==> src/rtl/mem_word_ctrl.sv <==
// Word-to-byte access controller for the byte-wide mem32 array: one 32-bit command at a time, four little-endian beats.
// Optional bound check on the request address is enabled with `define MEM_WORD_CTRL_BOUND_CHK_EN.
module mem_word_ctrl #(
  parameter int ADDR_W    = 32,
  parameter int MEM_DEPTH = 11
) (
  input  logic              clk,
  input  logic              rst,
  input  logic              req_valid,
  output logic              req_ready,
  input  logic              req_wr,
  input  logic [ADDR_W-1:0] req_addr,
  input  logic [31:0]       req_wdata,
  output logic              rsp_valid,
  input  logic              rsp_ready,
  output logic [31:0]       rsp_rdata,
  output logic              rsp_err,
  output logic              mem_wr,
  output logic              mem_rd,
  output logic [ADDR_W-1:0] mem_addr,
  output logic [7:0]        mem_wdata,
  input  logic [7:0]        mem_rdata
);

  typedef enum logic [1:0] {IDLE, XFER, DRAIN, RESP} state_t;

`ifdef MEM_WORD_CTRL_BOUND_CHK_EN
  localparam bit BOUND_EN = 1'b1;
`else
  localparam bit BOUND_EN = 1'b0;
`endif
  // Highest start address whose four bytes all fit inside the array.
  localparam logic [ADDR_W-1:0] LAST_OK = ADDR_W'(MEM_DEPTH - 4);

  state_t      state, next_state;
  logic        accept;
  logic        oob;
  logic        is_wr;
  logic [1:0]  beat;
  logic [23:0] wdata_q;

  assign req_ready = rst && (state == IDLE);
  assign accept    = req_valid && req_ready;
  assign oob       = BOUND_EN && (req_addr > LAST_OK);

  // NOTE: sequential state uses non-blocking assignments so every flop samples pre-edge values.
  always_ff @(posedge clk) begin
    if (!rst) state <= IDLE;
    else      state <= next_state;
  end

  // NOTE: next_state gets a default before the case so no path leaves it unassigned (no latch).
  always_comb begin
    next_state = state;
    unique case (state)
      IDLE:    if (accept) next_state = oob ? RESP : XFER;
      XFER:    if (beat == 2'd3) next_state = is_wr ? RESP : DRAIN;
      DRAIN:   next_state = RESP;
      RESP:    if (rsp_ready) next_state = IDLE;
      default: next_state = IDLE;
    endcase
  end

  always_ff @(posedge clk) begin
    if (!rst) begin
      rsp_valid <= 1'b0;
      rsp_rdata <= '0;
      rsp_err   <= 1'b0;
      mem_wr    <= 1'b0;
      mem_rd    <= 1'b0;
      mem_addr  <= '0;
      mem_wdata <= '0;
      is_wr     <= 1'b0;
      beat      <= '0;
      wdata_q   <= '0;
    end else begin
      mem_wr <= 1'b0;
      mem_rd <= 1'b0;
      case (state)
        IDLE: begin
          if (accept) begin
            is_wr <= req_wr;
            beat  <= '0;
            if (oob) begin
              rsp_valid <= 1'b1;
              rsp_err   <= 1'b1;
            end else begin
              // Beat 0 is launched from the handshake edge so it appears in the first XFER cycle.
              mem_wr    <= req_wr;
              mem_rd    <= !req_wr;
              mem_addr  <= req_addr;
              mem_wdata <= req_wdata[7:0];
              wdata_q   <= req_wdata[31:8];
            end
          end
        end
        XFER: begin
          // Read data trails its strobe by a cycle; bytes shift in from the top, LSB first.
          if (!is_wr && beat != 2'd0) rsp_rdata <= {mem_rdata, rsp_rdata[31:8]};
          if (beat == 2'd3) begin
            if (is_wr) rsp_valid <= 1'b1;
          end else begin
            beat      <= beat + 2'd1;
            mem_wr    <= is_wr;
            mem_rd    <= !is_wr;
            mem_addr  <= mem_addr + ADDR_W'(1);
            mem_wdata <= wdata_q[7:0];
            wdata_q   <= {8'h00, wdata_q[23:8]};
          end
        end
        DRAIN: begin
          rsp_rdata <= {mem_rdata, rsp_rdata[31:8]};
          rsp_valid <= 1'b1;
        end
        RESP: begin
          if (rsp_ready) begin
            rsp_valid <= 1'b0;
            rsp_rdata <= '0;
            rsp_err   <= 1'b0;
          end
        end
        default: ;
      endcase
    end
  end

endmodule

==> config.mk <==
export PLATFORM = sky130hd
export DESIGN_NAME = mem_word_ctrl
export DESIGN_NICKNAME = d
export VERILOG_FILES = /design/src/rtl/mem_word_ctrl.sv
export SDC_FILE = /design/constraint.sdc
export NUM_CORES = 1
export LEC_CHECK = 0
export CAP_MARGIN = 0
export CORE_AREA = 2 2 119 179
export CTS_CLUSTER_SIZE = 24
export DETAILED_ROUTE_END_ITERATION = 7
export DIE_AREA = 0 0 121 181
export SLEW_MARGIN = 20
export SYNTH_ARGS = -nofsm -noshare
export SYNTH_HDL_FRONTEND = slang
export SYNTH_SLANG_ARGS = --single-unit
==> constraint.sdc <==
create_clock -name clk -period 2.25 [get_ports clk]
set_input_delay 0.225 -clock clk [delete_from_list [all_inputs] [get_ports clk]]
set_output_delay 0.225 -clock clk [all_outputs]
set_load 0.01 [all_outputs]
==> results.md <==
* Final hold slack at 437.4 ps
* Vias at 5040
* Nets at 852
* Max_cap viols at 0
* Tcrit/Tclk final at 0.9327
* Power per cell area at 1263 nW/um^2
* Largest stage delay, worst path at 380 ps
* Worst Setup SP: state[1]
* Register area share after synthesis at 0.4168
* CP delay by family, top: compound AO/OA/AOI/OAI gates
* Global Route Usage Sum at 0.1475
* Area of the mapped netlist at about 5000 um^2
* Hold Path Origin: mem_rdata[5]
* Cells along the critical path: inv_1 > ha_1 > a21boi_1 > buf_4 > a211oi_4 > buf_12 > buf_12 > o21ai_0 > a221oi_1
* ANT cells at 0
* CTS tree: yes
* # Post-CTS Setup Buffers at 0
* Pleak at ~0.0025 uW
* Remaining global-route overflow at 0
* Synth cell types at 57
* Drt pass-1 iters at 4
* Critical-path top delay cell: dfxtp_1
* RR Endpoint: mem_addr[0]
* Clock Sinks at 104
* EDFF count, synth at 0
* Die area at between 20000 and 25000 um^2
* Buf+Inv Stages, Crit Path at 4
* Initial antenna violation count at 1
* Row cnt at 64
* Initial core utilization at 0.2465
* Max Clock Skew at about 9.9 ps
* Pre-CTS setup slack at 94.48 ps
* WL per Instance at around 15 um
* CTS max path bufs at 2
* Worst Hold Class: in -> reg
* Clk slew on worst S/H paths at 80 ps
* Io pins at 154
* Setup TNS at 0 ps
* Cell mode on critical path: buf_12
* RSZ-0062 raised after global routing: false
* Maximum VDD drop at between 500 and 600 uV
* Classification of the worst setup path: reg -> reg
* First-pass GRT wire length at 26010 um
* Crit path max fanout at 30
* WP data arrival at ~2400 ps
* Skew-Pair Late Insertion Delay at 350 ps
* Hold buffer count at cts at 0
* Ys Warns at 0
* Final min period at 2099 ps
* Critical Path Sink Type: flip-flop
* CTS buffer count at 9
* Htree depth at 3
* Final setup fails at 0
* Critical path data required time at 2520 ps
* Vias in the first global route at 4970
* Pin count of the biggest net entering global routing at 88
* Startpoint Class: flip-flop
* ANT nets after route at 0
* R2R Setup Slk at 150 ps
* Layout Utilization at 0.3589
* Routability cong. at 0.8044
* Width of the die at 121 um
* Worst reg2reg path startpoint: state[1]
* Post-synth net total at 703
* Max-slew violation count at 0
* Status: finished clean
* Share of flip-flops with an asynchronous set or reset at 0
* WHS Endpoint: rsp_rdata[29]
* PostCTS Resize Cnt at 0
* Worst Reg-to-Reg Cells at 9
* Share of cells above drive strength 1 at 0.08915
* Clock Root Buffer: clkbuf_16
* Layout area overhead at 45.59%
* Syn Inst Count at 620
* HPWL Detailed at 11430 um
* Yosys reg bits at 104
* Core area at 20260 um^2
* Iter 0 DRT Violations at 271
* Final WS setup at 151.5 ps
* Post-Route WL at roughly 16000 um
* Top FF cell, synth: dfxtp_1
* Hold Fails Final Rpt at 0
* Post-route DRC violation count at 0
* Port Buffers at 152
* Mapped Avg Cell Area at around 8.1 um^2
* Die Height at 181 um
* Fmax at 0.4765 GHz
* Vias per cell at 4.855
* Hold path cells at 3
where the power goes:
group	total, uW	internal [uW]	switching (uW)	leakage, uW
clock	1560	796	760	0.000136
combinational	4660	2150	2520	0.00154
sequential	2960	2440	527	0.000851
total	9180	5380	3800	0.00252
cell families after synthesis:
group                    count (synthesis)  synth area share
AND/OR/NAND/NOR                        259            0.2477
AO/OA/AOI/OAI                          160            0.2062
flip-flops                             104            0.4168
buffers and inverters                   61           0.05486
multiplexers                            29           0.05862
adder cells (fa/ha/maj)                  6           0.01503
other                                    1         0.0007508
worst register-to-register path, cell delays in order, from the launching register on:
cell and delay, ps:
dfxtp_1 380, inv_1 100, ha_1 200, a21boi_1 160, buf_4 170, a211oi_4 250
buf_12 200, buf_12 190, o21ai_0 110, a221oi_1 270
cell usage after synthesis, drive strengths merged, types with 2 or more instances:
cell type	count	area share
mux2i	27	0.054
nor4	7	0.012
a31oi	10	0.013
or4	2	0.0030
and3	7	0.0090
o22ai	2	0.0025
a21oi	62	0.062
nor3	9	0.0090
inv	8	0.0060
ha	6	0.015
o21ai	19	0.019
a21boi	2	0.0030
o311ai	2	0.0035
o31a	2	0.0035
nand3	59	0.060
nand4	13	0.016
a311oi	3	0.0053
a221oi	3	0.0053
and4	7	0.013
o221a	3	0.0068
mux2	2	0.0045
or3	4	0.0050
a211o	2	0.0035
nor2	56	0.042
clkbuf	26	0.020
nand2b	3	0.0038
nor2b	6	0.0075
o211ai	3	0.0045
a211oi	29	0.044
dfxtp	104	0.42
nand2	81	0.061
a21o	2	0.0030
a32oi	2	0.0035
and2	3	0.0038
a41oi	2	0.0035
buf	25	0.027
o2bb2ai	2	0.0035
a22oi	3	0.0045
through the flow:
stage / cells / instance area, um^2 / power, uW
4_1_cts: 1038 / 7268 / 9296
3_5_place_dp: 1022 / 6979 / 7695
5_1_grt: 1038 / 7272 / 9884
2_1_floorplan: 620 / 4995 / 5671
3_3_place_gp: 1022 / 6979 / 7639
6_report: 1038 / 7272 / 9184
routing by layer:
metal / vias to the layer above / global-route usage / part of all wire
met5: - / 0 / 0.00081
met4: 2 / 0.06186 / 0.027
met3: 26 / 0.02620 / 0.044
met2: 129 / 0.2618 / 0.52
met1: 2331 / 0.1715 / 0.41
li1: 2552 / - / -
worst max path at each step:
stage,slack [ps],cells after the start,to
2_1_floorplan,160,9,mem_addr[25]
3_3_place_gp,150,9,mem_addr[3]
3_5_place_dp,90,8,wdata_q[10]
4_1_cts,130,9,wdata_q[11]
5_1_grt,10,9,mem_addr[27]
6_report,150,9,mem_addr[0]
area by class of cell:
cell class | count | area [um^2]
Sequential cell | 104 | 2082
Multi-Input combinational cell | 455 | 2664
Tap cell | 264 | 330.3
Clock buffer | 10 | 239.0
Clock inverter | 6 | 50.05
Timing Repair Buffer | 190 | 1873
Inverter | 9 | 33.78
Fill cell | 2129 | 12990
registers in the layout, summed over array words and instances (netlist names):
register,cells
beat,2
is_wr,1
mem_addr,32
mem_rd,1
mem_wdata,8
mem_wr,1
rsp_rdata,32
rsp_valid,1
state,2
wdata_q,24
placed cells by master, fill, tap and decap left out, types with 4 or more instances in the layout:
cell,n
nand3_1,58
ha_1,5
inv_1,8
buf_4,32
and3_1,6
nand4_1,13
buf_12,5
nor4_1,6
dfxtp_1,104
o21ai_0,19
and4_1,5
clkbuf_16,9
or3_1,4
a211oi_1,28
clkdlybuf4s50_1,152
nand2_1,81
a31oi_1,10
nor2b_1,6
a21oi_1,62
nor2_1,56
nor3_1,9
mux2i_1,27
Note: power is estimated with default switching activity, not from simulation.
